==> src/rtl/seg_display.sv <==
// -----------------------------------------------------------------------------
// seg_display
//   Four-digit multiplexed seven-segment display driver, programmed by a
//   sequencer through a 12-bit instruction word (opcode + 8-bit immediate).
//   Digits are scanned one at a time, each lit for ScanDiv clock cycles.
//
// Parameters
//   ScanDiv   : clock cycles each digit is lit per scan step
//   ScanSize  : width of the scan counter (ScanDiv-1 must fit)
//
// Ports
//   clock     : single clock, rising edge
//   reset     : synchronous reset, active-low
//   inst      : instruction word; inst[11:8] opcode, inst[7:0] immediate
//   inst_en   : inst is addressed to this block in this cycle
//   seg       : segments a..g on seg[0]..seg[6], active-low
//   dp        : decimal point, active-low
//   an        : digit anodes, active-low, an[i] selects digit i
// -----------------------------------------------------------------------------
module seg_display #(
    parameter int ScanDiv  = 50000,
    parameter int ScanSize = 16
) (
    input  logic        clock,
    input  logic        reset,
    input  logic [11:0] inst,
    input  logic        inst_en,
    output logic [6:0]  seg,
    output logic        dp,
    output logic [3:0]  an
);

    typedef enum logic [1:0] {
        ST_RESET = 2'd0,
        ST_READY = 2'd1,
        ST_ERROR = 2'd2
    } state_t;

    localparam logic [3:0] OP_NOP = 4'd0;
    localparam logic [3:0] OP_LDL = 4'd1;
    localparam logic [3:0] OP_LDH = 4'd2;
    localparam logic [3:0] OP_LDD = 4'd3;
    localparam logic [3:0] OP_BLK = 4'd4;
    localparam logic [3:0] OP_ON  = 4'd5;
    localparam logic [3:0] OP_OFF = 4'd6;
    localparam logic [3:0] OP_CLR = 4'd7;

    localparam logic [ScanSize-1:0] SCAN_LAST = ScanSize'(ScanDiv - 1);

    state_t                state;
    state_t                state_nxt;
    logic [3:0][3:0]       digits;
    logic [3:0]            dp_mask;
    logic [3:0]            blank_mask;
    logic                  enable;
    logic [ScanSize-1:0]   scan_cnt;
    logic [1:0]            digit_idx;

    logic [3:0]            opcode;
    logic [7:0]            imm;
    logic                  accept;
    logic                  lit;

    assign opcode = inst[11:8];
    assign imm    = inst[7:0];
    // Instructions are only honoured in Ready; Reset and Error drop them.
    assign accept = (state == ST_READY) && inst_en;

    // Active-low hex glyph, bit order g f e d c b a.
    function automatic logic [6:0] hex_glyph(input logic [3:0] val);
        case (val)
            4'h0:    hex_glyph = 7'b1000000;
            4'h1:    hex_glyph = 7'b1111001;
            4'h2:    hex_glyph = 7'b0100100;
            4'h3:    hex_glyph = 7'b0110000;
            4'h4:    hex_glyph = 7'b0011001;
            4'h5:    hex_glyph = 7'b0010010;
            4'h6:    hex_glyph = 7'b0000010;
            4'h7:    hex_glyph = 7'b1111000;
            4'h8:    hex_glyph = 7'b0000000;
            4'h9:    hex_glyph = 7'b0010000;
            4'hA:    hex_glyph = 7'b0001000;
            4'hB:    hex_glyph = 7'b0000011;
            4'hC:    hex_glyph = 7'b1000110;
            4'hD:    hex_glyph = 7'b0100001;
            4'hE:    hex_glyph = 7'b0000110;
            default: hex_glyph = 7'b0001110;
        endcase
    endfunction

    always_ff @(posedge clock) begin
        if (!reset) begin
            state <= ST_RESET;
        end else begin
            state <= state_nxt;
        end
    end

    // Reset always steps to Ready; any opcode with bit 3 set traps in Error.
    always_comb begin
        state_nxt = state;
        case (state)
            ST_RESET: state_nxt = ST_READY;
            ST_READY: begin
                if (inst_en && opcode[3]) begin
                    state_nxt = ST_ERROR;
                end
            end
            ST_ERROR: state_nxt = ST_ERROR;
            default:  state_nxt = ST_RESET;
        endcase
    end

    always_ff @(posedge clock) begin
        if (!reset) begin
            digits     <= '0;
            dp_mask    <= '0;
            blank_mask <= '0;
            enable     <= 1'b0;
            scan_cnt   <= '0;
            digit_idx  <= '0;
        end else begin
            // Scanning runs in Ready and Error, independent of enable.
            if (state != ST_RESET) begin
                if (scan_cnt == SCAN_LAST) begin
                    scan_cnt  <= '0;
                    digit_idx <= digit_idx + 2'd1;
                end else begin
                    scan_cnt  <= scan_cnt + ScanSize'(1);
                end
            end
            if (accept) begin
                case (opcode)
                    OP_NOP: ;
                    OP_LDL: begin
                        digits[0] <= imm[3:0];
                        digits[1] <= imm[7:4];
                    end
                    OP_LDH: begin
                        digits[2] <= imm[3:0];
                        digits[3] <= imm[7:4];
                    end
                    OP_LDD: dp_mask    <= imm[3:0];
                    OP_BLK: blank_mask <= imm[3:0];
                    OP_ON:  enable     <= 1'b1;
                    OP_OFF: enable     <= 1'b0;
                    OP_CLR: begin
                        digits     <= '0;
                        dp_mask    <= '0;
                        blank_mask <= '0;
                    end
                    default: ;
                endcase
            end
        end
    end

    // Outputs decode straight from registered state so a load is visible on
    // the cycle after it is accepted. A dark digit forces seg and dp high too.
    always_comb begin
        lit = (state == ST_READY) && enable && !blank_mask[digit_idx];
        an  = 4'b1111;
        seg = 7'b1111111;
        dp  = 1'b1;
        if (lit) begin
            an  = ~(4'b0001 << digit_idx);
            seg = hex_glyph(digits[digit_idx]);
            dp  = ~dp_mask[digit_idx];
        end
    end

endmodule

==> config.mk <==
export PLATFORM = sky130hd
export DESIGN_NAME = seg_display
export DESIGN_NICKNAME = d
export VERILOG_FILES = /design/src/rtl/seg_display.sv
export SDC_FILE = /design/constraint.sdc
export NUM_CORES = 1
export LEC_CHECK = 0
export CAP_MARGIN = 10
export CORE_MARGIN = 2
export CORE_UTILIZATION = 50
export DETAILED_ROUTE_END_ITERATION = 10
export GPL_ROUTABILITY_DRIVEN = 0
export PLACE_DENSITY_LB_ADDON = 0.05
export REMOVE_ABC_BUFFERS = 1
export SLEW_MARGIN = 30
export SYNTH_ARGS = -nofsm -noshare
export SYNTH_HDL_FRONTEND = slang
export SYNTH_SLANG_ARGS = --single-unit
==> constraint.sdc <==
create_clock -name clock -period 2.8 [get_ports clock]
set_clock_uncertainty 0.05 [all_clocks]
set_input_delay 0.42 -clock clock [delete_from_list [all_inputs] [get_ports clock]]
set_output_delay 0.42 -clock clock [all_outputs]
set_load 0.01 [all_outputs]
==> results of run 1 <==
==> cell usage after synthesis, drive strengths merged <==
cell type,n,area [sq um]
nor2b,25,156
dfxtp,45,901
or2,1,6.26
xnor2,7,61.3
nand2b,2,12.5
nor4b,2,17.5
and2,12,75.1
nand4b,3,26.3
o31ai,1,7.51
and3,3,18.8
or3,3,18.8
mux2i,25,250
nand3,5,25.0
xor2,9,78.8
and3b,1,8.76
a21oi,7,35.0
or4,1,7.51
mux4,7,158
or3b,1,8.76
ha,14,175
o221ai,5,43.8
inv,9,33.8
mux2,1,11.3
nor2,15,56.3
o211ai,1,7.51
and4,1,8.76
buf,9,53.8
o21ai,9,45.0
nand3b,1,7.51
a21boi,5,37.5
clkbuf,3,11.3
nand2,19,71.3
nor4bb,2,20.0
and4b,2,20.0
nor3,1,5.00
nand4,4,25.0
==> cell families after synthesis <==
family	share of synthesized area [%]
AO/OA/AOI/OAI	7.04
XOR/XNOR	5.59
multiplexers	16.7
buffers and inverters	3.94
AND/OR/NAND/NOR	23.8
adder cells (fa/ha/maj)	6.99
flip-flops	35.9
==> area by class of cell <==
class	count	share of cell area [%]
Clock inverter	2	0.451
Tap cell	67	2.74
Sequential cell	45	29.6
Timing Repair Buffer	47	13.7
Clock buffer	6	2.70
Inverter	9	1.11
Multi-Input combinational cell	195	49.7
==> flip-flops by register name, summed over array words and instances, names as in the netlist <==
name	flops
digits	16
enable	1
digit_idx	2
blank_mask	4
scan_cnt	16
state	2
dp_mask	4
==> metal layers <==
metal  vias up  wire [um]  track usage (%)
li1        993          -                -
met1       895       2370             26.2
met4         0         59             6.55
met2        20       2450             34.2
met5         -          0                0
met3         6         97             3.21
==> worst max-delay path by stage <==
stage               slack (ns)     end    startpoint
finish                     0.1  seg[6]  digit_idx[0]
global placement          0.05  seg[3]  digit_idx[0]
floorplan                 0.23  seg[3]  digit_idx[0]
global route              0.01  seg[6]  digit_idx[0]
detailed placement        0.02  seg[3]  digit_idx[0]
CTS                      0.005  seg[0]  digit_idx[0]
==> report_power, final <==
part           total (W)  internal (W)  switching (W)
sequential      0.000696      0.000670      0.0000256
combinational   0.000232      0.000120       0.000112
clock           0.000423      0.000200       0.000223
total            0.00135      0.000991       0.000361
==> tightest hold or removal path, delay by kind of cell (launching register included) <==
kind | cells | cell delay [ns]
AO/OA/AOI/OAI | 2 | 0.11
flip-flops | 1 | 0.34
==> repair_timing <==
item	in CTS	in global routing
setup endpoints to repair	7	4
gates resized for setup	15	4
setup buffers	6	3
==> stage by stage <==
step / setup WS [ns] / power [W] / std cells / cell area [sq um] / hold slack [ns]
finish: 0.0960 / 0.00135 / 371 / 3050 / 0.443
global route: 0.0118 / 0.00143 / 371 / 3050 / 0.475
CTS: 0.00504 / 0.00137 / 368 / 3030 / 0.438
detailed placement: 0.0223 / 0.000945 / 354 / 2880 / 0.421
global placement: 0.0533 / 0.000941 / 354 / 2880 / 0.418
floorplan: 0.229 / 0.000871 / 249 / 2440 / 0.397
==> reports/metrics.yaml, run 1 <==
die_height_um: 74.8
dieArea_sq_um: 5590
path_max_fanout: 6
reg2reg_to: "scan_cnt[5]"
cp_slowest_cell: "mux4_2"
path_depth: 6
critical_path_class: "flip-flop to primary output"
cp_top_family: "buffers and inverters"
rows: 25
layout-drive-gt1-share_pct: 14.5
hold_depth: 2
grt_pass1_vias: 1828
end_kind: "primary output"
die_x_um: 74.8
min-delay-start: "scan_cnt[15]"
overflow: 0
arrival_ns: 2.23
wire_per_inst_um: 13.4
final-seq-area_sq_um: 905
drtPass1Iterations: 4
crit_chain: "buf_8 > mux4_2 > buf_4 > or2_1 > o221ai_1 > dlygate4sd2_1"
antenna_cells: 0
port_buffers: 26
drt_drc_violations_left: 0
setup_viol: 0
areaGrowthSynthToFinish_pct: 21.9
cts_tree: "done"
status: "finished, final reports clean"
rsz0062_at_grt: "no"
worst_r2r_startpoint: "state[0]"
worstPathRequired_ns: 2.33
htree_levels: 2
slew_headroom_pct: 62.8
syn_inst: 261
multiInputGateArea_sq_um: 1520
grt_usage_pct: 20.1
ff2ff_setup_slack_ns: 0.59
vias: 1914
worstRegToRegCells: 6
cts_hold_buf: 0
drt_iter0_markers: 76
numCtsBuffers: 5
final_nets: 332
path_buf_inv: 3
cts_root_buffer: "clkbuf_8"
syn-cell-area_sq_um: 2510
yosys_warnings: 0
vdd_drop_max_uv: 324
viasPerCell: 5.16
initial_core_util_pct: 52.4
cp-start-kind: "flip-flop"
total_leakage_power_nw: 1.09
cts_buffer_depth: 2
ios: 27
grt_pass1_wl_um: 8510
seq_area_frac_synth_pct: 35.9
mostFrequentLayoutCell: "dfxtp_1"
antenna_found_initial: 0
hold_end: "scan_cnt[15]"
tightest_slew_ns: 0.557
drtAntennaViolNets: 0
maxCapViolations: 0
ys_ff_latch: 45
grt_max_degree: 30
dpl.hpwl_um: 3580
final_max_slew_viol_count: 0
clkTransAtPathRegs_ns: 0.09
hold_path_class: "flip-flop to flip-flop"
fillers: 416
fin_crit_ns: 2.70
power.density_nw_per_um2: 442
fmax_ghz: 0.370
hold_viol: 0
setup_tns_ns: 0
clock-sinks: 45
final_cell_mix: "44 x dfxtp_1, 25 x nor2b_1, 25 x mux2i_1"
clkLatencyLatePin_ns: 0.30
max_stage_delay_ns: 0.53
fin_crit_sh_pct: 96.6
ys_types: 38
avgSynthCellArea_sq_um: 9.60
drt_wl_total_um: 4970
coreArea_sq_um: 4790
fin_util_pct: 63.8
Note: power is estimated with default switching activity, not from simulation.
==> run 2, diff against run 1 <==
- GPL_ROUTABILITY_DRIVEN: 0 -> unset
==> results of run 2 <==
Final layout, timing and power as in run 1 (identical DEF).
